`src/rtl/wch_scheduler.sv`:
```
// ============================================================================
//  Module   : wch_scheduler
//  Purpose  : Walks the neurons flagged for an STDP update in ascending order.
//             For each one it starts weight_change, sweeps every input and
//             waits for completion, with a bounded wait.
//  Revision : 1.0  initial release
// ============================================================================
`default_nettype none

module wch_scheduler #(
    parameter int N   = 8,
    parameter int N1  = 784,
    parameter int SW  = 3,
    parameter int TMO = 16
) (
    input  logic          clk,
    input  logic          rst,
    input  logic          req_valid,
    input  logic [N-1:0]  req_mask,
    input  logic [N-1:0]  req_sign,
    output logic          req_ready,
    output logic [SW-1:0] neuron_sel,
    output logic          start_wch,
    output logic          spike_hold,
    output logic [9:0]    ip_select,
    input  logic          valid_wch,
    output logic          wch_busy,
    output logic          done,
    output logic          err,
    input  logic          err_clr
);

    typedef enum logic [2:0] {
        S_IDLE  = 3'd0,
        S_PICK  = 3'd1,
        S_START = 3'd2,
        S_SWEEP = 3'd3,
        S_DRAIN = 3'd4,
        S_DONE  = 3'd5
    } state_t;

    localparam int              c_CW       = $clog2(TMO + 1);
    localparam logic [9:0]      c_IP_LAST  = 10'(N1 - 1);
    localparam logic [c_CW-1:0] c_TMO_LAST = c_CW'(TMO - 1);
    localparam logic [c_CW-1:0] c_CNT_ONE  = c_CW'(1);

    state_t          r_state;
    logic [N-1:0]    r_pending;
    logic [N-1:0]    r_sign;
    logic [c_CW-1:0] r_tmo_cnt;
    logic [SW-1:0]   w_low_idx;
    logic            w_timeout;

    // Lowest set bit wins: scanning from the top lets the last hit stand.
    always_comb begin
        w_low_idx = '0;
        for (int i = N - 1; i >= 0; i--) begin
            if (r_pending[i]) begin
                w_low_idx = SW'(i);
            end
        end
    end

    assign w_timeout = (r_state == S_DRAIN) && !valid_wch && (r_tmo_cnt == c_TMO_LAST);
    assign req_ready = (r_state == S_IDLE);
    assign wch_busy  = (r_state != S_IDLE);

    always_ff @(posedge clk or posedge rst) begin
        if (rst) begin
            r_state    <= S_IDLE;
            r_pending  <= '0;
            r_sign     <= '0;
            r_tmo_cnt  <= '0;
            neuron_sel <= '0;
            start_wch  <= 1'b0;
            spike_hold <= 1'b0;
            ip_select  <= '0;
            done       <= 1'b0;
            err        <= 1'b0;
        end else begin
            start_wch <= 1'b0;
            done      <= 1'b0;

            case (r_state)
                S_IDLE: begin
                    if (req_valid) begin
                        r_pending <= req_mask;
                        r_sign    <= req_sign;
                        r_state   <= S_PICK;
                    end
                end
                S_PICK: begin
                    if (r_pending == '0) begin
                        done    <= 1'b1;
                        r_state <= S_DONE;
                    end else begin
                        neuron_sel <= w_low_idx;
                        spike_hold <= r_sign[w_low_idx];
                        start_wch  <= 1'b1;
                        r_state    <= S_START;
                    end
                end
                S_START: begin
                    ip_select <= 10'd1;
                    r_state   <= S_SWEEP;
                end
                S_SWEEP: begin
                    if (ip_select == c_IP_LAST) begin
                        r_tmo_cnt <= '0;
                        r_state   <= S_DRAIN;
                    end else begin
                        ip_select <= ip_select + 10'd1;
                    end
                end
                S_DRAIN: begin
                    // A timed-out neuron is dropped just like a completed one.
                    if (valid_wch || w_timeout) begin
                        r_pending[neuron_sel] <= 1'b0;
                        ip_select             <= '0;
                        r_state               <= S_PICK;
                    end else begin
                        r_tmo_cnt <= r_tmo_cnt + c_CNT_ONE;
                    end
                end
                S_DONE: begin
                    r_state <= S_IDLE;
                end
                default: begin
                    r_state <= S_IDLE;
                end
            endcase

            if (w_timeout) begin
                err <= 1'b1;
            end else if (err_clr) begin
                err <= 1'b0;
            end
        end
    end

endmodule

`default_nettype wire

```
`config.mk`:
```
export PLATFORM = sky130hd
export DESIGN_NAME = wch_scheduler
export DESIGN_NICKNAME = d
export VERILOG_FILES = /design/src/rtl/wch_scheduler.sv
export SDC_FILE = /design/constraint.sdc
export NUM_CORES = 1
export LEC_CHECK = 0
export ABC_AREA = 1
export BUFFER_PORTS_ARGS = -buffer_cell sky130_fd_sc_hd__buf_2
export CAP_MARGIN = 10
export CORE_MARGIN = 1.5
export CORE_UTILIZATION = 40
export DETAILED_ROUTE_END_ITERATION = 10
export REMOVE_ABC_BUFFERS = 1
export SLEW_MARGIN = 20
export SYNTH_ARGS = -nofsm -noshare
export SYNTH_HDL_FRONTEND = slang
export SYNTH_SLANG_ARGS = --single-unit
```
`constraint.sdc`:
```
create_clock -name clk -period 1.98 [get_ports clk]
set_input_delay 0.396 -clock clk [delete_from_list [all_inputs] [get_ports clk]]
set_output_delay 0.396 -clock clk [all_outputs]
set_load 0.005 [all_outputs]
```
======== Word-level counts from Yosys, hierarchy flattened ========
Cells that the tools add are included.
storage, ports and cells
  bits in registers ....................... 41
  bits of input ports ..................... 21
operators by class
  $lt $le $gt $ge ......................... 3
  eq/ne operators ......................... 11
  bitwise operators ....................... 3
  $add $sub $neg .......................... 2
  multiplexer cells ....................... 32
  reductions and logical operators ........ 18
operators by type and width
  operator               count
  $mux 3                 12
  $pmux 10 s3            1
  $mux 10                2
  $mux 8                 2
  $pmux 8 s2             1
  $pmux 3 s5             1
  $reduce_and 3->1       4
  $add 10x1->10 const B  1
  $eq 10x10->1 const B   1
  $mux 5                 2
  $pmux 5 s2             1
  $and 8x8->8            1
  $logic_not 8->1        1
  $lt 3x4->1 const B     2
  $mux 1                 8
  $ne 2x2->1 const B     4
  $not 8->8              1
  $eq 3x2->1 const B     2
  $reduce_bool 2->1      3
  $reduce_bool 3->1      2
  $add 5x1->5 const B    1
  $eq 5x4->1 const B     1
  $reduce_and 2->1       2
  $bmux 1 s3             1
  other kinds (10)       12

======== Logic depth before layout (Yosys ltp) ========
Gate-level depths: netlist (run 1).
  depth after elaboration ................. 10
  mapped depth ............................ 13
  depth with buffers taken out ............ 13

======== Worst setup path before layout (run 1) ========
Ideal clock, no wire load.
  kind .................................... reg2reg
  from .................................... register ip_select[0]
  to ...................................... register ip_select[8]
  path slack .............................. 0.311 ns
  stages on the path, launching flop included .. 10
  arrival ................................. 1.546 ns
  library setup time ...................... 0.123 ns
  path buffers ............................ 1
  required time ........................... 1.857 ns
  cells stage by stage .................... dfrtp_1 ha_1 nand3_1 nor3_1 nor2_4 a21oi_4 nor2_4 buf_6 nand2_2 nand2_1
between the ends
  word-level cells in the longest chain between the ends .. 3
  elaborated cells between the ends (all ways) .. 6
  those cells by class .................... add/sub: 1; eq/ne: 2; mux: 2; reduce/logical: 1
ends and longest elaborated chain
  element                                          line      text
  from (decl)                                      25        output logic [9:0] ip_select,
  from (signal assigned)                           112       ip_select <= ip_select + 10'd1;
  $add 10x1->10 or $eq 10x10->1 (tied branches)    112, 108
  $mux 10 or $ne 2x2->1 (tied branches)            n/a
  $pmux 10 s3 or $reduce_and 3->1 (tied branches)  n/a
Parallel ways exist; a longest one is shown, timed or not. The select of a mux whose other input is x is not followed.
A chain may end at the register's enable or synchronous reset.

======== Worst setup path after layout (run 1) ========
  from .................................... register r_tmo_cnt[0]
  to ...................................... register ip_select[9]
between the ends
  word-level cells in the longest chain between the ends .. 5
ends and longest elaborated chain
  element                            line  text
  from (decl)                        50    logic [c_CW-1:0] r_tmo_cnt;
  from (signal assigned)             122   r_tmo_cnt <= r_tmo_cnt + c_CNT_ONE;
  $eq 5x4->1                         64    assign w_timeout = (r_state == S_DRAIN) && !valid_wch && (r_tmo_cnt == c_TMO_LAST);
  $logic_and 1x1->1                  64
  $logic_or 1x1->1                   117   if (valid_wch || w_timeout) begin
  $ne 2x1->1 (no source line)        n/a
  $reduce_and 3->1 (no source line)  n/a
Every way passes these cells.

==> impl_metrics.json, run 1 <==
{
  "status": "finished clean",
  "period_minus_slack_ps": 1855,
  "synth_ff_type": "dfrtp_1",
  "layout_commonest_cell": "inv_1",
  "synth_top_family_by_area": "simple AND/OR/NAND/NOR gates",
  "grt_pass1_wl_um": 8438,
  "num_rows": 27,
  "numCtsBuffers": 5,
  "fillers": 531,
  "tightest_slew_ps": 532.7,
  "vias_per_cell": 4.888,
  "r2r_end": "ip_select[9]",
  "async_reset_ff_frac": 1.000,
  "synth_top_cells_by_area": "dfrtp_1, nand3_1, inv_1",
  "drv_cap": 0,
  "ant_nets": 0,
  "yosys_warnings": 0,
  "rrSetupSlack_ps": 120,
  "synth_simple_gate_area_frac": 0.2643,
  "grt_use_met1": 0.2178,
  "start_util": 0.4135,
  "dieWidth_um": 78.45,
  "grtUsageTotal": 0.1722,
  "relSlewSlack": 0.6449,
  "max_freq_mhz": 539.0,
  "rsz0062_at_grt": "false",
  "layout-drive-gt1-share": 0.2530,
  "top_usage_layer": "met2",
  "synth-seq-cells": 41,
  "crit_type": "flop to flop",
  "clk_pin_slew_ps": 90,
  "synth_cell_types": 32,
  "netlist_instances": 278,
  "dieHeight_um": 78.45,
  "wl_per_cell_um": 12.22,
  "cts_root_buf": "clkbuf_8",
  "synth-edff-count": 0,
  "startpoint_type": "flop",
  "io_buffers": 39,
  "vias": 1955,
  "fin_crit_sh": 0.9370,
  "insertedDiodeCount": 0,
  "dr.first_iter.drc_count": 45,
  "die_area_um2": 6154,
  "reg2reg_depth": 11,
  "wl_um": 4887,
  "cp_max_fo": 15,
  "clock_latency_ps": 300,
  "irDropWorstVdd_v": 0.0007032,
  "netlist_area_um2": 2277,
  "crit_path_start": "r_tmo_cnt[0]",
  "ctsHoldBuffers": 0,
  "yosysTopAreaCell": "dfrtp_1",
  "htree_num_levels": 2,
  "endpoint": "ip_select[9]",
  "fin_skew_ps": 10.54,
  "syn_to_final_growth_pct": 21.32,
  "cp_data_required_time_ps": 2170,
  "clock_sink_count": 41,
  "coreArea_um2": 5507,
  "hold_path.class": "primary input to asynchronous set/reset pin",
  "yosysTopAreaCellShare": 0.4505,
  "yosys-mux-area-fraction": 0,
  "pin_count": 40,
  "seq_area_frac_synth": 0.4505,
  "fin_nets": 351,
  "fin_cells": 400,
  "grt_pass1_vias": 1885,
  "finalSetupTns_ps": 0,
  "met2_usage": 0.2948,
  "grt_remaining_overflow": 0,
  "synth_compound_area_frac": 0.1418,
  "critPathCaptureType": "flop",
  "finalSetupViolations": 0,
  "hold_viol": 0,
  "synthXorXnorAreaFrac": 0.02692,
  "drtPass1Iterations": 4,
  "post_synth.cell_area_avg_um2": 8.191,
  "arrival_ps": 2050,
  "met3_usage": 0.03372,
  "grt_antenna_before_repair": 0,
  "mostFrequentLayoutCells": "inv_1, dfrtp_1, nand2_1, buf_2, nand3_1",
  "dp_cells": 391,
  "holdWs_ps": 205.0,
  "drc": 0,
  "grt_max_degree": 42,
  "r2r_start": "r_tmo_cnt[0]",
  "cts_tree": "done",
  "cts_max_path_buffers": 2,
  "p_leak_nw": 1.383,
  "place_congestion": 0.7859,
  "final_max_slew_viol_count": 0,
  "synthAdderAreaFrac": 0.01648,
  "powerDensity_nw_per_um2": 1503,
  "place_hpwl_um": 3638
}
==> worst min-delay path by stage <==
stage,end,slack [ps],cells after the start
finish,start_wch,200,3
global route,start_wch,260,3
CTS,start_wch,240,3
detailed placement,r_sign[0],510,2
global placement,spike_hold,490,2
floorplan,spike_hold,470,2
==> flip-flops by register name, indices dropped and copies added (netlist names) <==
signal and cells:
ip_select 10, r_pending 8, r_sign 8, r_tmo_cnt 5
neuron_sel 3, r_state 3, done 1, err 1
spike_hold 1, start_wch 1
==> worst max-delay path: stages, from the launching register on <==
cell and delay (ps):
dfrtp_1 410, ha_1 220, inv_1 70, nor3_1 50, ha_1 180, nand3_2 100, nand3_4 100, a21oi_4 250
nor2_4 60, buf_12 150, nand3_1 90, o21ai_2 60
==> per-layer routing <==
| layer | wire, µm | vias up | share of wire |
|---|---|---|---|
| met2 | 2330 | 43 | 0.48 |
| met3 | 179 | 6 | 0.037 |
| met5 | 0 | - | 0 |
| met4 | 57 | 0 | 0.012 |
| met1 | 2320 | 905 | 0.47 |
| li1 | - | 1001 | - |
==> logic make-up after synthesis <==
logic type / after synthesis
simple gates: 121
xor+xnor: 7
fa+ha+maj: 3
flops: 41
compound gates: 50
buf+inv: 56
==> layout make-up <==
| cell class | instances | area, µm² | share of cell area |
|---|---|---|---|
| flip-flops and latches | 41 | 1026 | 0.3714 |
| clock buffers | 5 | 68.82 | 0.02491 |
| multi-input cells | 181 | 1031 | 0.3732 |
| well taps | 72 | 90.09 | 0.03261 |
| repair buffers | 48 | 287.8 | 0.1042 |
| inverters | 50 | 190.2 | 0.06884 |
| clock inverters | 3 | 68.82 | 0.02491 |
==> cells in the mapped netlist (2+ instances only) <==
master	count
nor3_1	9
nor2_1	23
inv_1	44
nand2_1	39
ha_1	3
nand3_2	3
nor2_4	3
o22ai_2	3
a21oi_1	17
nor2_8	2
dfrtp_1	41
o21ai_0	11
xor2_1	7
o21ai_2	5
nand2_2	3
nand4_1	3
nand3_1	34
inv_2	5
o21ai_1	8
buf_2	3
==> timing repair <==
action                                  in CTS  in global routing
resized for setup                            0                  1
buffers inserted                             0                  1
endpoints found under the setup margin       0                  2
==> where the power goes <==
group          internal (mW)  leakage [nW]  total, mW  switching (mW)
clock network          0.508        0.0687      0.831           0.323
logic                  0.781         0.795       1.99            1.21
registers               1.12         0.519       1.33           0.207
==> per-stage QoR <==
step                area (µm²)    util  power, mW  setup slack (ps)
floorplan                 2240       -      2.671             193.6
global placement          2610  0.4740      3.283             190.1
detailed placement        2610  0.4740      3.340             117.0
CTS                       2748  0.4990      4.172             109.9
global route              2763  0.5017      4.518             15.39
finish                    2763  0.5017      4.153             124.7
No activity file was read; power rests on OpenSTA's default activity.
==> inputs of run 2 (changes only) <==
--- a/config.mk
+++ b/config.mk
@@ -5,10 +5,8 @@
 export SDC_FILE = /design/constraint.sdc
 export NUM_CORES = 1
 export LEC_CHECK = 0
-export ABC_AREA = 1
 export BUFFER_PORTS_ARGS = -buffer_cell sky130_fd_sc_hd__buf_2
 export CAP_MARGIN = 10
-export CORE_MARGIN = 1.5
 export CORE_UTILIZATION = 40
 export DETAILED_ROUTE_END_ITERATION = 10
 export REMOVE_ABC_BUFFERS = 1
==> run 2 against run 1 <==
Compared with the run above:
- sequential cell count stayed put
- wire length is 2.0% lower
- area after synthesis is 7.4% lower
- synthesized cell count is 19% lower
- count of clock-buffer cells in the layout is 2 higher
- design area is 1.5% lower
- total power is 9.2% lower
- critical path depth is 3 lower
- clock skew is 6.0 ps lower
- sequential share of layout area is 0.56 points higher
- largest power group unchanged
==> impl_metrics.json, run 2 <==
{
  "netlist_instances": 224,
  "dpl_cell_area_um2": 2520,
  "clock_latency_ps": 290,
  "swShare": 0.3809,
  "cts_tree": "done",
  "yosysTopAreaCell": "dfrtp_1",
  "place_congestion": 0.8091,
  "mostFrequentLayoutCells": "dfrtp_1, buf_2, nand2_1, nor2_1, buf_4",
  "synth_most_common_cell": "dfrtp_1",
  "p_int_mw": 2.335,
  "crit_type": "flop to flop",
  "die_area_um2": 5565,
  "irDropWorstVdd_v": 0.0005332,
  "place_hpwl_um": 3308,
  "grt_antenna_before_repair": 0,
  "fin_nets": 308,
  "reg_top3": "ip_select: 10 flops, r_pending: 8 flops, r_sign: 8 flops",
  "dieHeight_um": 74.60,
  "wirelength_met1_um": 2483,
  "pin_count": 40,
  "vias": 1806,
  "htree_num_levels": 2,
  "cts_max_path_buffers": 2,
  "largest_register_ff_count": 10,
  "critPathCaptureType": "flop",
  "r2r_start": "r_tmo_cnt[0]",
  "clock_sink_count": 41,
  "seq_area_frac_synth": 0.4866,
  "num_rows": 26,
  "synth_cell_types": 44,
  "vias_per_cell": 5.087,
  "fin_skew_ps": 4.492,
  "power_frac_comb": 0.452,
  "ctsHoldBuffers": 0,
  "dr.first_iter.drc_count": 156,
  "wl_per_cell_um": 13.49,
  "stdcell_area_um2": 2721,
  "relSlewSlack": 0.5666,
  "wl_met2_um": 2140,
  "setup_ws_ps": 20.62,
  "fin_crit_sh": 0.9896,
  "hold_path.class": "primary input to asynchronous set/reset pin",
  "grt_pass1_wl_um": 7479,
  "synth-seq-cells": 41,
  "numCtsBuffers": 5,
  "grt_remaining_overflow": 0,
  "status": "finished clean",
  "rsz0062_at_grt": "true",
  "max_freq_mhz": 510.4,
  "netlist_area_um2": 2108,
  "synth-edff-count": 0,
  "crit_path_start": "r_tmo_cnt[0]",
  "arrival_ps": 2150,
  "grtUsageTotal": 0.1797,
  "yosys_warnings": 0,
  "syn_to_final_growth_pct": 29.08,
  "clk_pin_slew_ps": 80,
  "hold_viol": 0,
  "synthTopCellsByCount": "dfrtp_1, nand2_1, nor2_1, o21ai_0",
  "drv_cap": 0,
  "dieWidth_um": 74.60,
  "highest_layer": "met4",
  "ant_nets": 0,
  "post_cts_buffers": 0,
  "startpoint_type": "flop",
  "synth_ff_type": "dfrtp_1",
  "p_switching_mw": 1.437,
  "async_reset_ff_frac": 1.000,
  "layout_commonest_cell": "dfrtp_1",
  "drc": 0,
  "power_mw": 3.772,
  "grt_pass1_vias": 1537,
  "cp_data_required_time_ps": 2170,
  "cp_max_fo": 8,
  "insertedDiodeCount": 0,
  "place_ws_ps": -59.87,
  "cts_root_buf": "clkbuf_8",
  "io_buffers": 39,
  "fillers": 511,
  "coreArea_um2": 5107,
  "pwr-share-clk": 0.190,
  "fin_cells": 355,
  "powerDensity_nw_per_um2": 1386,
  "p_leak_nw": 1.283,
  "grt_max_degree": 42,
  "top_register": "ip_select",
  "synth_top_cells_by_area": "dfrtp_1, mux2_2, nand2_1",
  "finalSetupViolations": 0,
  "post_synth.cell_area_avg_um2": 9.412,
  "wl_um": 4789,
  "p_seq_frac": 0.358,
  "dp_cells": 347,
  "period_minus_slack_ps": 1959,
  "final_max_slew_viol_count": 0,
  "start_util": 0.4128,
  "layout-drive-gt1-share": 0.3404,
  "drtPass1Iterations": 4,
  "tightest_slew_ps": 647.8,
  "yosysTopAreaCellShare": 0.4866,
  "wl_met3_um": 151
}
## run 2: layout make-up
| type | count | area (µm²) | area share |
|---|---|---|---|
| clock inverter | 1 | 30.03 | 0.01103 |
| multi-input combinational | 164 | 1074 | 0.3945 |
| inverter | 12 | 45.04 | 0.01655 |
| timing repair buffer | 60 | 372.9 | 0.1370 |
| tap | 70 | 87.58 | 0.03218 |
| clock buffer | 7 | 86.33 | 0.03172 |
| sequential | 41 | 1026 | 0.3770 |
## run 2: worst max-delay path, stage by stage, from the launching register on
cell and delay [ps]:
dfrtp_1 360, ha_2 190, and3_4 190, ha_4 130, nor2_2 40, buf_6 110
a2111o_1 460, a21o_1 200, a22o_1 180
## run 2: path summary, 6_finish.rpt
check,endpoint,slack [ps],depth (start not counted)
max reg2reg,r_pending[6],20,8
min reg2reg,r_sign[1],510,1
max,r_pending[6],20,8
min,neuron_sel[2],220,3
min in group clk,err,280,2
max in group asynchronous,ip_select[8],1390,3
## run 2: power by group through the flow
stage,Clock [mW],Combinational (mW),Sequential [mW]
floorplan,0,0.995,1.37
global placement,0,1.64,1.35
finish,0.717,1.71,1.35
detailed placement,0,1.66,1.35
global route,0.761,1.91,1.38
CTS,0.734,1.68,1.34
## run 2: repair_timing
item | 4_1_cts | 5_1_grt
setup endpoints to repair | 13 | 20
resized for setup | 4 | 18
pin swaps | 2 | 6
## run 2: logic make-up (layout without fill, tap and decap cells)
kind of cell | Yosys count | count (layout) | synth area share
fa+ha+maj | 3 | 3 | 0.01781
flops | 41 | 41 | 0.4866
buf+inv | 19 | 80 | 0.04094
compound gates | 54 | 54 | 0.1591
mux | 12 | 12 | 0.06410
simple gates | 89 | 89 | 0.2065
xor+xnor | 6 | 6 | 0.02493
## run 2: metal layers
metal / global-route usage / vias up
met5: 0 / -
met4: 0.06918 / 0
met3: 0.04472 / 2
met2: 0.2462 / 33
met1: 0.2697 / 855
li1: - / 916
## run 2: stage by stage
step | hold WS, ps | TNS [ps] | utilization
floorplan | 464.8 | -541.0 | -
global placement | 478.6 | -32.79 | 0.4934
detailed placement | 498.3 | -358.2 | 0.4934
CTS | 232.9 | 0 | 0.5186
global route | 263.6 | -486.6 | 0.5328
finish | 216.1 | 0 | 0.5328
==> inputs of run 3 (changes only) <==
--- a/config.mk
+++ b/config.mk
@@ -6,9 +6,9 @@
 export NUM_CORES = 1
 export LEC_CHECK = 0
 export BUFFER_PORTS_ARGS = -buffer_cell sky130_fd_sc_hd__buf_2
-export CAP_MARGIN = 10
-export CORE_UTILIZATION = 40
+export CORE_UTILIZATION = 55
 export DETAILED_ROUTE_END_ITERATION = 10
+export PLACE_DENSITY = 0.79
 export REMOVE_ABC_BUFFERS = 1
 export SLEW_MARGIN = 20
 export SYNTH_ARGS = -nofsm -noshare
==> run 3 against run 2 <==
Compared with the run above:
- wire length down 2.0%
- worst hold slack about the same
- fmax fell by 0.32%
- sequential cell count unchanged
- critical path depth did not move
- sequential power about the same
- largest power group unchanged
==> impl_metrics.json, run 3 (synthesis results as in run 2) <==
{
  "status": "finished clean",
  "top_register": "ip_select",
  "start_util": 0.5759,
  "num_rows": 22,
  "post-route-util": 0.7502,
  "p_leak_nw": 1.303,
  "wl_per_cell_um": 13.89,
  "r2r_start": "r_tmo_cnt[0]",
  "fillers": 281,
  "multiInputGateArea_um2": 1072,
  "drtPass1Iterations": 5,
  "irDropWorstVdd_v": 0.0009036,
  "cp_num_buf_inv": 1,
  "die_area_um2": 4085,
  "largest_register_ff_count": 10,
  "max_freq_mhz": 508.7,
  "grt_max_degree": 42,
  "powerDensity_nw_per_um2": 1417,
  "cp_top_family": "compound AO/OA/AOI/OAI gates",
  "vias": 1927,
  "stdcell_area_um2": 2746,
  "critPathCaptureType": "flop",
  "cp_max_fo": 8,
  "drv_cap": 0,
  "period_minus_slack_ps": 1966,
  "hold_viol": 0,
  "fin_nets": 313,
  "setup_ws_ps": 14.33,
  "cts_tree": "done",
  "finalSetupViolations": 0,
  "dieHeight_um": 63.92,
  "place_hpwl_um": 3231,
  "dr.first_iter.drc_count": 84,
  "ff_latch_area_um2": 1026,
  "ctsHoldBuffers": 0,
  "grt_antenna_before_repair": 0,
  "dieWidth_um": 63.92,
  "hold_path.class": "primary input to asynchronous set/reset pin",
  "dpl_cell_area_um2": 2520,
  "fin_skew_ps": 4.903,
  "layout-drive-gt1-share": 0.3517,
  "cts_max_path_buffers": 2,
  "htree_num_levels": 2,
  "grt_pass1_wl_um": 8066,
  "vias_per_cell": 5.701,
  "crit_path_max_incr_delay_ps": 470,
  "clock_sink_count": 41,
  "arrival_ps": 2150,
  "relSlewSlack": 0.5905,
  "fin_crit_sh": 0.9928,
  "grt_remaining_overflow": 0,
  "cp_slowest_cell": "a2111o_1",
  "grtUsageTotal": 0.2554,
  "cts_root_buf": "clkbuf_8",
  "grt_pass1_vias": 1804,
  "final_max_slew_viol_count": 0,
  "clk_pin_slew_ps": 80,
  "place_congestion": 0.8326,
  "crit_type": "flop to flop",
  "io_buffers": 39,
  "tightest_slew_ps": 612.0,
  "holdWs_ps": 215.8,
  "reg_top3": "ip_select: 10 flops, r_pending: 8 flops, r_sign: 8 flops",
  "numCtsBuffers": 5,
  "syn_to_final_growth_pct": 30.27,
  "mostFrequentLayoutCells": "dfrtp_1, buf_2, nand2_1, buf_4, nor2_1",
  "rsz0062_at_grt": "true",
  "crit_path_start": "r_tmo_cnt[0]",
  "coreArea_um2": 3661,
  "startpoint_type": "flop",
  "layout_commonest_cell": "dfrtp_1",
  "ant_nets": 0,
  "wl_um": 4695,
  "insertedDiodeCount": 0,
  "drc": 0,
  "path_cells": "ha_2 -> and3_4 -> ha_4 -> nor2_4 -> buf_4 -> a2111o_1 -> a21o_1 -> a22o_1",
  "clock_latency_ps": 290,
  "place_ws_ps": -128.4,
  "pin_count": 40,
  "power_mw": 3.893,
  "cp_data_required_time_ps": 2170
}
run 3: changes by cell type in the layout (fill, tap and decap cells not counted), sizes merged:
| cell | previous run | this run |
|---|---|---|
| buf | 60 | 65 |
| clkbuf | 7 | 6 |
| clkinvlp | 0 | 1 |
run 3: power by group:
group          internal [mW]  switching, mW
Sequential              1.12          0.221
Clock                  0.410          0.300
Combinational          0.892          0.953
run 3: worst paths after layout:
path / end / slack, ps / depth (start not counted)
max reg2reg: r_pending[5] / 10 / 8
max: r_pending[5] / 10 / 8
max in group asynchronous: r_tmo_cnt[1] / 1400 / 3
min reg2reg: spike_hold / 490 / 2
min in group clk: err / 280 / 2
min: ip_select[7] / 220 / 3
run 3: layout make-up:
class,instances,area share
Multi-Input combinational cell,164,0.3904
Inverter,12,0.01640
Sequential cell,41,0.3736
Clock inverter,2,0.01367
Clock buffer,6,0.03007
Tap cell,48,0.02187
Timing Repair Buffer,65,0.1540
run 3: timing repair:
action | CTS | global route
pin swaps | 9 | 6
buffers inserted | 2 | 1
setup endpoints to repair | 13 | 19
resized for setup | 9 | 11
run 3: layer usage:
| metal | vias up | routed length [µm] | global-route usage |
|---|---|---|---|
| met5 | - | 0 | 0 |
| li1 | 925 | - | - |
| met2 | 56 | 2247 | 0.3963 |
| met1 | 937 | 2170 | 0.3526 |
| met3 | 9 | 197 | 0.04821 |
| met4 | 0 | 80 | 0.1023 |
run 3: per-stage QoR:
step | instances | TNS, ps
after detailed placement | 327 | -871.8
after global routing | 338 | -983.2
after global placement | 327 | -171.2
after floorplan | 217 | -541.0
final | 338 | 0
after CTS | 337 | -1.894
run 3: worst min-delay path, stage by stage:
cell   delay [ps]
buf_2         100
inv_1          40
buf_4         420
